$ cat src/rtl/vga_timing_pkg.sv
// Shared 640x480 VGA timing constants, the receive-side lock FSM state type
// and a saturating counter helper. The generator side imports this package too.
package vga_timing_pkg;

    // Horizontal timing in pixel clocks, counted from the HS leading edge.
    localparam int H_SYNC      = 96;
    localparam int H_ACT_START = 144;
    localparam int H_ACT_END   = 784;
    localparam int H_TOTAL     = 800;

    // Vertical timing in lines, counted from the VS leading edge.
    localparam int V_SYNC      = 2;
    localparam int V_ACT_START = 35;
    localparam int V_ACT_END   = 515;
    localparam int V_TOTAL     = 525;

    // Position counters are 11 bits. All ones marks "no sync seen for too long".
    localparam int                CNT_W   = 11;
    localparam logic [CNT_W-1:0]  CNT_MAX = '1;

    typedef enum logic [1:0] {
        HUNT   = 2'd0,
        CHECK  = 2'd1,
        LOCKED = 2'd2
    } lock_state_e;

    // Increment that sticks at CNT_MAX instead of wrapping.
    function automatic logic [CNT_W-1:0] sat_inc(input logic [CNT_W-1:0] v);
        return (v == CNT_MAX) ? v : CNT_W'(v + 1);
    endfunction

endpackage

$ cat src/rtl/sync_edge_det.sv
// Registered sync level plus leading-edge detect.
// Ports:
//   clk, rst_n : clock, asynchronous active-low reset
//   en         : sample strobe; the level register only moves when en=1
//   din        : raw sync input
//   lead       : combinational, 1 when this sample enters the sync level
//                while the stored previous sample was outside it
module sync_edge_det #(
    parameter logic POL = 1'b1
) (
    input  logic clk,
    input  logic rst_n,
    input  logic en,
    input  logic din,
    output logic lead
);

    logic lvl_q;
    logic lvl_d;

    always_comb begin
        lvl_d = en ? din : lvl_q;
    end

    // Reset to the inactive level so a sync already asserted at release
    // is seen as a leading edge on the first sample.
    always_ff @(posedge clk or negedge rst_n) begin
        if (!rst_n) lvl_q <= ~POL;
        else        lvl_q <= lvl_d;
    end

    assign lead = en && (din == POL) && (lvl_q != POL);

endmodule

$ cat src/rtl/vga_timing_monitor.sv
// Receive-side VGA timing monitor. Recovers pixel coordinates from HS/VS
// leading edges, checks line/frame lengths, runs a HUNT/CHECK/LOCKED lock FSM
// and forwards validated active-area pixels.
// Ports:
//   clk, rst_n            : clock, asynchronous active-low reset
//   pix_ce                : one-clk pixel strobe; all state moves only on it
//   hs, vs, r_in/g_in/b_in: sampled stream
//   pix_valid             : pulse, locked and sample inside the active window
//   pix_x, pix_y          : active-area coordinate of that sample
//   pix_r, pix_g, pix_b   : colour of that sample
//   frame_start           : pulse on each VS leading edge
//   locked                : timing validated
//   err_line, err_frame   : pulses on line/frame length mismatch
module vga_timing_monitor #(
    parameter int   H_TOTAL     = vga_timing_pkg::H_TOTAL,
    parameter int   H_ACT_START = vga_timing_pkg::H_ACT_START,
    parameter int   H_ACT_END   = vga_timing_pkg::H_ACT_END,
    parameter int   V_TOTAL     = vga_timing_pkg::V_TOTAL,
    parameter int   V_ACT_START = vga_timing_pkg::V_ACT_START,
    parameter int   V_ACT_END   = vga_timing_pkg::V_ACT_END,
    parameter logic SYNC_POL    = 1'b1,
    parameter int   LOCK_FRAMES = 2
) (
    input  logic        clk,
    input  logic        rst_n,
    input  logic        pix_ce,
    input  logic        hs,
    input  logic        vs,
    input  logic [3:0]  r_in,
    input  logic [3:0]  g_in,
    input  logic [3:0]  b_in,
    output logic        pix_valid,
    output logic [10:0] pix_x,
    output logic [10:0] pix_y,
    output logic [3:0]  pix_r,
    output logic [3:0]  pix_g,
    output logic [3:0]  pix_b,
    output logic        frame_start,
    output logic        locked,
    output logic        err_line,
    output logic        err_frame
);

    import vga_timing_pkg::*;

    localparam logic [CNT_W-1:0] H_LAST = CNT_W'(H_TOTAL - 1);
    localparam logic [CNT_W-1:0] V_LAST = CNT_W'(V_TOTAL - 1);
    localparam logic [CNT_W-1:0] H_AS   = CNT_W'(H_ACT_START);
    localparam logic [CNT_W-1:0] H_AE   = CNT_W'(H_ACT_END);
    localparam logic [CNT_W-1:0] V_AS   = CNT_W'(V_ACT_START);
    localparam logic [CNT_W-1:0] V_AE   = CNT_W'(V_ACT_END);
    localparam logic [7:0]       LOCK_N = 8'(LOCK_FRAMES);

    // ---------------------------------------------------------------- edges
    logic hs_lead, vs_lead;

    sync_edge_det #(.POL(SYNC_POL)) u_hs_det (
        .clk   (clk),
        .rst_n (rst_n),
        .en    (pix_ce),
        .din   (hs),
        .lead  (hs_lead)
    );

    sync_edge_det #(.POL(SYNC_POL)) u_vs_det (
        .clk   (clk),
        .rst_n (rst_n),
        .en    (pix_ce),
        .din   (vs),
        .lead  (vs_lead)
    );

    // ---------------------------------------------------------------- state
    logic [CNT_W-1:0] hcnt_q, hcnt_d, vcnt_q, vcnt_d;
    lock_state_e      state_q, state_d;
    logic [7:0]       clean_q, clean_d;
    logic             dirty_q, dirty_d;      // current frame already had an error
    logic             h_chk_q, h_chk_d;      // a previous HS edge exists to measure from
    logic             v_chk_q, v_chk_d;

    logic             pix_valid_q, pix_valid_d;
    logic [10:0]      pix_x_q, pix_x_d, pix_y_q, pix_y_d;
    logic [3:0]       pix_r_q, pix_r_d, pix_g_q, pix_g_d, pix_b_q, pix_b_d;
    logic             frame_start_q, frame_start_d;
    logic             locked_q, locked_d;
    logic             err_line_q, err_line_d;
    logic             err_frame_q, err_frame_d;

    // Next-sample values, meaningful only when pix_ce=1.
    logic [CNT_W-1:0] hcnt_nx, vcnt_nx;
    lock_state_e      state_nx;
    logic [7:0]       clean_nx;
    logic             dirty_nx;
    logic             err_l, err_f, err_any, sat, in_win;

    always_comb begin
        hcnt_nx = hs_lead ? '0 : sat_inc(hcnt_q);

        // VS wins over the line increment when both edges land together.
        if (vs_lead)      vcnt_nx = '0;
        else if (hs_lead) vcnt_nx = sat_inc(vcnt_q);
        else              vcnt_nx = vcnt_q;

        // hs_lead/vs_lead are already qualified by pix_ce.
        err_l   = hs_lead && h_chk_q && (hcnt_q != H_LAST);
        err_f   = vs_lead && v_chk_q && (vcnt_q != V_LAST);
        err_any = err_l || err_f;
        sat     = (hcnt_nx == CNT_MAX) || (vcnt_nx == CNT_MAX);
        in_win  = (hcnt_nx >= H_AS) && (hcnt_nx < H_AE) &&
                  (vcnt_nx >= V_AS) && (vcnt_nx < V_AE);

        state_nx = state_q;
        clean_nx = clean_q;
        dirty_nx = dirty_q;

        unique case (state_q)
            HUNT: begin
                if (vs_lead) begin
                    state_nx = CHECK;
                    clean_nx = '0;
                    dirty_nx = 1'b0;
                end
            end
            CHECK: begin
                if (vs_lead) begin
                    // A frame only counts if nothing went wrong anywhere in
                    // it, including its closing edge.
                    dirty_nx = 1'b0;
                    if (err_any || dirty_q) begin
                        clean_nx = '0;
                    end else if (clean_q + 8'd1 >= LOCK_N) begin
                        state_nx = LOCKED;
                        clean_nx = '0;
                    end else begin
                        clean_nx = clean_q + 8'd1;
                    end
                end else if (err_any) begin
                    clean_nx = '0;
                    dirty_nx = 1'b1;
                end
            end
            LOCKED: begin
                if (err_any) begin
                    state_nx = CHECK;
                    clean_nx = '0;
                    // An error on a VS edge closes the bad frame; the new
                    // frame starts clean.
                    dirty_nx = !vs_lead;
                end
            end
            default: begin
                state_nx = HUNT;
                clean_nx = '0;
                dirty_nx = 1'b0;
            end
        endcase

        // Lost sync for too long: counters are meaningless, start over.
        if (sat) begin
            state_nx = HUNT;
            clean_nx = '0;
            dirty_nx = 1'b0;
        end
    end

    always_comb begin
        hcnt_d  = pix_ce ? hcnt_nx  : hcnt_q;
        vcnt_d  = pix_ce ? vcnt_nx  : vcnt_q;
        state_d = pix_ce ? state_nx : state_q;
        clean_d = pix_ce ? clean_nx : clean_q;
        dirty_d = pix_ce ? dirty_nx : dirty_q;

        // Length checks need a measured reference edge; HUNT discards it.
        h_chk_d = h_chk_q;
        v_chk_d = v_chk_q;
        if (pix_ce) begin
            h_chk_d = (state_nx != HUNT) && (h_chk_q || hs_lead);
            v_chk_d = (state_nx != HUNT) && (v_chk_q || vs_lead);
        end

        pix_valid_d   = pix_ce && (state_nx == LOCKED) && in_win;
        frame_start_d = vs_lead;
        err_line_d    = err_l;
        err_frame_d   = err_f;
        locked_d      = pix_ce ? (state_nx == LOCKED) : locked_q;

        pix_x_d = pix_valid_d ? (hcnt_nx - H_AS) : pix_x_q;
        pix_y_d = pix_valid_d ? (vcnt_nx - V_AS) : pix_y_q;
        pix_r_d = pix_valid_d ? r_in : pix_r_q;
        pix_g_d = pix_valid_d ? g_in : pix_g_q;
        pix_b_d = pix_valid_d ? b_in : pix_b_q;
    end

    always_ff @(posedge clk or negedge rst_n) begin
        if (!rst_n) begin
            hcnt_q        <= CNT_MAX;
            vcnt_q        <= CNT_MAX;
            state_q       <= HUNT;
            clean_q       <= '0;
            dirty_q       <= 1'b0;
            h_chk_q       <= 1'b0;
            v_chk_q       <= 1'b0;
            pix_valid_q   <= 1'b0;
            pix_x_q       <= '0;
            pix_y_q       <= '0;
            pix_r_q       <= '0;
            pix_g_q       <= '0;
            pix_b_q       <= '0;
            frame_start_q <= 1'b0;
            locked_q      <= 1'b0;
            err_line_q    <= 1'b0;
            err_frame_q   <= 1'b0;
        end else begin
            hcnt_q        <= hcnt_d;
            vcnt_q        <= vcnt_d;
            state_q       <= state_d;
            clean_q       <= clean_d;
            dirty_q       <= dirty_d;
            h_chk_q       <= h_chk_d;
            v_chk_q       <= v_chk_d;
            pix_valid_q   <= pix_valid_d;
            pix_x_q       <= pix_x_d;
            pix_y_q       <= pix_y_d;
            pix_r_q       <= pix_r_d;
            pix_g_q       <= pix_g_d;
            pix_b_q       <= pix_b_d;
            frame_start_q <= frame_start_d;
            locked_q      <= locked_d;
            err_line_q    <= err_line_d;
            err_frame_q   <= err_frame_d;
        end
    end

    assign pix_valid   = pix_valid_q;
    assign pix_x       = pix_x_q;
    assign pix_y       = pix_y_q;
    assign pix_r       = pix_r_q;
    assign pix_g       = pix_g_q;
    assign pix_b       = pix_b_q;
    assign frame_start = frame_start_q;
    assign locked      = locked_q;
    assign err_line    = err_line_q;
    assign err_frame   = err_frame_q;

endmodule

$ cat config.mk
export PLATFORM = sky130hd
export DESIGN_NAME = vga_timing_monitor
export DESIGN_NICKNAME = d
export VERILOG_FILES = /design/src/rtl/vga_timing_pkg.sv /design/src/rtl/sync_edge_det.sv /design/src/rtl/vga_timing_monitor.sv
export SDC_FILE = /design/constraint.sdc
export NUM_CORES = 1
export LEC_CHECK = 0
export ABC_CLOCK_PERIOD_IN_PS = 4800
export CAP_MARGIN = 40
export CORE_ASPECT_RATIO = 0.75
export CORE_MARGIN = 2
export CORE_UTILIZATION = 45
export DETAILED_ROUTE_END_ITERATION = 16
export PLACE_DENSITY = 0.68
export SETUP_SLACK_MARGIN = 0.3
export SLEW_MARGIN = 30
export SYNTH_ARGS = -nofsm -noshare
export SYNTH_HDL_FRONTEND = slang
export SYNTH_SLANG_ARGS = --single-unit
$ cat constraint.sdc
create_clock -name clk -period 4.8 [get_ports clk]
set_clock_uncertainty 0.15 [all_clocks]
set_input_delay 0.48 -clock clk [delete_from_list [all_inputs] [get_ports clk]]
set_output_delay 0.48 -clock clk [all_outputs]
set_load 0.02 [all_outputs]
==> run_results.csv, run 1 <==
group,metric,value,unit
cts,clockBufferDepth,2,
grt,grt_pass1_wl,18.62,mm
synthesis,dominantRegCellSynth,"dfrtp_1",
place,gp_congestion,0.9121,
cts,clkTransAtPathRegs,60,ps
grt,met1_usage,30.06,%
setup_path,start_kind,"register",
grt,use_met3,5.286,%
synthesis,async_flop_share,100.0,%
setup_path,reg2reg_slack,630,ps
cts,clkLatencyLatePin,330,ps
layout,nNetsFinal,518,
floorplan,start_util,45.68,%
timing,min_period,4170,ps
timing,setup_ws,629.8,ps
synthesis,syn_inst,439,
worst_hold_path,worstHoldEndpoint,"u_vs_det.lvl_q",
layout,fillCellCount,923,
routing,drt-initial-drc-count,375,
setup_path,r2r_cells,13,
power_and_ir_drop,power_density,347.5,nW/um^2
synthesis,seq_area_frac_synth,41.53,%
routing,dr.pass1.iters,7,
grt,antenna_found_initial,0,
setup_path,r2r-end,"pix_y[5]",
place,dp_hpwl,7.997,mm
floorplan,rows,32,
place,io_buffer_count,55,
worst_hold_path,min_path_cells,1,
floorplan,die_x,121.3,um
timing,final.period_utilization,86.88,%
floorplan,design.die.area,11160,sq um
grt,met2_usage,31.46,%
synthesis,yosys-top-cells-count,"54 x dfrtp_1, 26 x mux2_4, 24 x inv_1",
synthesis,synth.area.top_cells,"dfrtp_1 29%, dfstp_2 12%, mux2_4 8.4%",
power_and_ir_drop,max-vdd-ir-drop,0.1467,mV
synthesis,synth_nets,469,
cts,cts_max_level,3,
synthesis,yosysWarnings,0,
synthesis,synth_top_cell_area_share,29.09,%
setup_path,timing.rr.start,"hcnt_q[0]",
timing,clock.fmax,239.8,MHz
layout,drive_gt1_share,20.89,%
timing,worstMarginPinSlew,700.1,ps
outcome,outcome,"complete, no violations",
cts,post_cts_resize_count,0,
timing,hold_viol_final,0,
cts,postCtsSetupBuffers,0,
grt,grt_max_degree,50,
setup_path,path_max_fanout,35,
floorplan,io_pins,56,
cts,cts_sinks,76,
timing,slew_headroom,53.11,%
synthesis,synth.distinct_cells,74,
synthesis,synth_edf_count,0,
layout,area.sequential,1929,sq um
layout,diodes,0,
timing,fin_tns_setup,0,ps
worst_hold_path,min_path_type,"register to register",
cts,cts-root-buf,"clkbuf_16",
synthesis,syn_area,4646,sq um
setup_path,criticalPathCategory,"register to register",
timing,slew_viol_final,0,
power_and_ir_drop,p_total,1.930,mW
routing,final_antenna_net_count,0,
timing,rsz0062_at_grt,"no",
setup_path,worstPathArrival,4240,ps
setup_path,crit_required,4870,ps
floorplan,die_h,92.00,um
cts,cts_tree,"yes",
layout,multi_input_area,2445,sq um
grt,grt.busiest_layer,"met2",
cts,cts_buffers,9,
layout,final_core_util,54.61,%
job,cap_viol_max_count,0,
cts,cts_hold_buf,1,
synthesis,syn_avg_cell_area,10.58,sq um
place,place_ws,621.1,ps
routing,vias_per_cell,5.886,
synthesis,post-synth-top-area-cell,"dfrtp_1",
floorplan,fp.coreArea,10170,sq um
routing,routedWlPerCell,18.01,um
grt,grt_overflow_total,0,
routing,vias,3702,
grt,grt_pass1_vias,3630,
routing,finalWirelength,11.33,mm
power_and_ir_drop,p_leak,2.346,nW
grt,grt.total_usage,21.20,%
routing,drc_errors,0,
synthesis,yosys.cell_count.top_type,"dfrtp_1",
synthesis,ys_seq_elements,76,
layout,synthToLayoutAreaGrowth,19.55,%
timing,setup_violations,0,
setup_path,cp-end-kind,"register",
worst_hold_path,worstHoldStart,"u_vs_det.lvl_q",
state kept, by name, summed over array words and instances (netlist names), 2 cells and up:
| signal | count |
|---|---|
| state_q | 2 |
| pix_g | 4 |
| clean_q | 8 |
| pix_r | 4 |
| pix_x | 11 |
| hcnt_q | 11 |
| pix_y | 11 |
| vcnt_q | 11 |
| pix_b | 4 |
cells in the final DEF, fill, tap and decap left out, types with 4 or more instances in the layout:
cell type	Yosys	final
a21oi_1	23	23
and4_1	4	4
a31oi_1	7	7
nor4_1	6	6
xnor2_1	8	8
nand4_1	12	12
nand2_1	20	20
dfrtp_1	54	54
xor2_1	5	5
a21o_1	6	6
a311oi_1	4	4
nor3_1	10	10
nor4b_1	4	4
dfstp_2	22	22
clkdlybuf4s50_1	0	54
nand3_1	14	14
buf_4	1	6
o31ai_1	5	4
o21ai_0	19	19
mux2_2	10	10
mux2i_1	5	5
and2_1	14	14
or3_1	4	4
nor2_1	22	22
inv_1	24	24
mux2_4	26	26
clkbuf_16	0	9
and3_1	7	7
ha_1	13	13
cell type report:
| type | count | share of cell area (%) |
|---|---|---|
| Clock buffer | 12 | 4.438 |
| Clock inverter | 4 | 0.4731 |
| Inverter | 25 | 1.690 |
| Multi-Input combinational cell | 313 | 44.02 |
| Sequential cell | 76 | 34.74 |
| Tap cell | 136 | 3.064 |
| Timing Repair Buffer | 63 | 11.58 |
worst max-delay path by stage:
stage | from | endpoint | slack [ps] | depth (start not counted)
2_1_floorplan | hcnt_q[1] | pix_b[0] | 1200 | 15
3_3_place_gp | pix_ce | pix_y[5] | 700 | 13
3_5_place_dp | pix_ce | pix_y[5] | 620 | 13
4_1_cts | hcnt_q[0] | pix_y[5] | 620 | 13
5_1_grt | hcnt_q[2] | pix_y[2] | 320 | 12
6_report | hcnt_q[0] | pix_y[5] | 630 | 13
critical path, stage by stage (launching register included):
cell,delay (ps)
dfstp_2,420
ha_1,230
and4_1,270
a2111oi_0,630
nor3_1,190
inv_1,130
ha_1,140
and2_1,120
o2111ai_1,120
or4_1,450
a311oi_1,290
o2111a_2,280
buf_12,250
mux2_2,370
metrics by stage:
stage	instances	hold WS [ps]	area, sq um
2_1_floorplan	439	34.41	4646
3_3_place_gp	611	335.4	5239
3_5_place_dp	612	280.0	5266
4_1_cts	629	354.3	5549
5_1_grt	629	363.8	5554
6_report	629	348.0	5554
kinds of logic (layout without fill, tap and decap cells):
| group | count (synthesis) | after routing | synth area share [%] |
|---|---|---|---|
| simple gates | 136 | 136 | 16.83 |
| compound gates | 110 | 110 | 17.80 |
| flops | 76 | 76 | 41.53 |
| buf+inv | 50 | 104 | 5.979 |
| mux | 41 | 41 | 11.90 |
| fa+ha+maj | 13 | 13 | 3.501 |
| xor+xnor | 13 | 13 | 2.451 |
where the power goes:
part | leakage (nW) | switching [mW] | internal, mW
registers | 0.956 | 0.0845 | 0.715
clock network | 0.133 | 0.262 | 0.364
logic | 1.26 | 0.295 | 0.210
total | 2.35 | 0.642 | 1.29
layer usage:
metal	share of wire (%)	routed length, um	vias to the layer above
met5	0	0	-
met2	45	5069	146
met3	6.2	702	24
met1	47	5328	1794
met4	2.0	227	0
li1	-	-	1738
(Power assumes the default switching activity.)
==> inputs of run 2 (changes only) <==
CELL_PAD_IN_SITES_DETAIL_PLACEMENT = 0   (was not set)
CELL_PAD_IN_SITES_GLOBAL_PLACEMENT = 1   (was not set)
CORE_UTILIZATION = 44   (was 45)
PLACE_DENSITY = 0.81   (was 0.68)
==> run 2 against run 1 <==
Clock-buffer cell count down 3. Largest power group unchanged. Non-clock buffer count down 1. Register-to-register slack worse by 110 ps. Hold slack worse by 1.2 ps. Wire length down 4.1%. Die area up 2.2%. Sequential power down 0.5%. Sequential share of layout area down 0.055 points.
==> run_results.csv, run 2 (synthesis results as in run 1) <==
group,metric,value,unit
timing,setup_violations,0,
layout,drive_gt1_share,20.93,%
setup_path,timing.rr.start,"hcnt_q[0]",
cts,cts_tree,"yes",
place,dp_hpwl,7.731,mm
setup_path,crit_path_max_incr_delay,630,ps
layout,final_core_util,54.06,%
timing,hold_viol_final,0,
cts,clkTransAtPathRegs,60,ps
floorplan,start_util,45.15,%
routing,routedWlPerCell,17.30,um
grt,grt_overflow_total,0,
cts,cts-root-buf,"clkbuf_16",
setup_path,r2r_cells,13,
layout,nNetsFinal,517,
grt,antenna_found_initial,0,
floorplan,design.die.area,11410,sq um
timing,min_period,4284,ps
floorplan,die_x,122.7,um
cts,clockBufferDepth,2,
cts,cts_buffers,9,
cts,cts_sinks,76,
power_and_ir_drop,power_density,356.1,nW/um^2
layout,instances_no_fill,628,
timing,worstMarginPinSlew,719.1,ps
setup_path,crit_start,"hcnt_q[0]",
grt,grt.total_usage,20.53,%
grt,grt_max_degree,44,
timing,slew_headroom,51.65,%
setup_path,cp-end-kind,"register",
routing,vias,3634,
worst_hold_path,min_path_type,"register to register",
layout,fin_area,5563,sq um
layout,mostFrequentLayoutCells,"54 x dfrtp_1, 54 x clkdlybuf4s50_1, 26 x mux2_4, 24 x inv_1, 23 x a21oi_1",
setup_path,path_max_fanout,35,
floorplan,io_pins,56,
power_and_ir_drop,p_leak,2.345,nW
routing,finalWirelength,10.87,mm
timing,fin_tns_setup,0,ps
grt,grt_pass1_wl,18.53,mm
place,io_buffer_count,55,
timing,final.period_utilization,89.26,%
cts,cts_max_level,3,
layout,diodes,0,
timing,rsz0062_at_grt,"no",
floorplan,fp.coreArea,10290,sq um
timing,slew_viol_final,0,
setup_path,endpoint,"pix_y[5]",
grt,grt_pass1_vias,3642,
routing,dr.pass1.iters,5,
setup_path,r2r-end,"pix_y[5]",
setup_path,worstPathArrival,4350,ps
setup_path,reg2reg_slack,520,ps
routing,vias_per_cell,5.787,
setup_path,crit_path_frequent_cell,"ha_1",
routing,drt-initial-drc-count,271,
setup_path,crit_required,4870,ps
place,dpl_cell_area,5251,sq um
cts,clkLatencyLatePin,340,ps
outcome,outcome,"complete, no violations",
power_and_ir_drop,max-vdd-ir-drop,0.1655,mV
setup_path,cp_slowest_cell,"dfstp_2",
power_and_ir_drop,p_total,1.981,mW
layout,synthToLayoutAreaGrowth,19.74,%
floorplan,rows,32,
routing,drc_errors,0,
setup_path,start_kind,"register",
routing,final_antenna_net_count,0,
worst_hold_path,worstHoldStart,"u_vs_det.lvl_q",
setup_path,criticalPathCategory,"register to register",
place,gp_congestion,0.8829,
job,cap_viol_max_count,0,
setup_path,crit_path_cell_trace,"ha_1, and4_1, a21oi_1, or2_2, inv_1, ha_1, and2_1, o2111ai_1, or4_1, a311oi_1, o2111a_2, buf_12, mux2_2",
place,placed_cells,611,
timing,clock.fmax,233.4,MHz
floorplan,die_h,92.99,um
==> run 2: timing repair <==
action | in CTS | in global routing
resized for setup | 0 | 1
setup buffers | 0 | 0
endpoints found under the hold margin | 19 | 0
setup endpoints to repair | 0 | 31
hold buffers | 1 | 0
==> run 2: how the worst min path moves through the flow <==
stage                                end  slack [ps]  cells after the start
after floorplan               clean_q[0]          30                      0
after global placement    u_vs_det.lvl_q         340                      1
after detailed placement      clean_q[4]         320                      1
after CTS                 u_vs_det.lvl_q         350                      1
after global routing      u_vs_det.lvl_q         360                      1
final                     u_vs_det.lvl_q         350                      1
==> run 2: routing by layer <==
layer / vias to the layer above / wire length (um) / GRT usage [%]
met3: 11 / 574 / 5.061
met1: 1786 / 5526 / 30.32
met5: - / 0 / 0
li1: 1734 / - / -
met4: 0 / 99 / 4.885
met2: 103 / 4663 / 30.19
==> run 2: critical path, delay by kind of cell, from the launching register on <==
family	cells	cell delay (ps)
adder cells (fa/ha/maj)	2	580
flip-flops	1	630
multiplexers	1	360
AO/OA/AOI/OAI	4	810
buffers and inverters	2	360
AND/OR/NAND/NOR	4	1280
==> run 2: stage by stage <==
stage          worst slack [ps]  hold slack, ps
5_1_grt                   308.5           359.1
4_1_cts                   571.2           350.0
3_3_place_gp              635.7           337.0
6_report                  515.7           346.7
3_5_place_dp              581.9           318.6
2_1_floorplan              1204           34.41
==> run 2: layout make-up <==
cell class / count / area [sq um]
well taps: 136 / 170.2
clock buffers: 9 / 225.2
repair buffers: 62 / 628.1
inverters: 25 / 93.84
fillers: 935 / 4727
clock inverters: 7 / 75.07
multi-input cells: 313 / 2441
flip-flops and latches: 76 / 1929
==> run 2: power by group <==
| part | leakage, nW | switching (mW) | internal, mW |
|---|---|---|---|
| combinational | 1.25 | 0.287 | 0.209 |
| sequential | 0.956 | 0.0807 | 0.715 |
| clock | 0.138 | 0.285 | 0.405 |
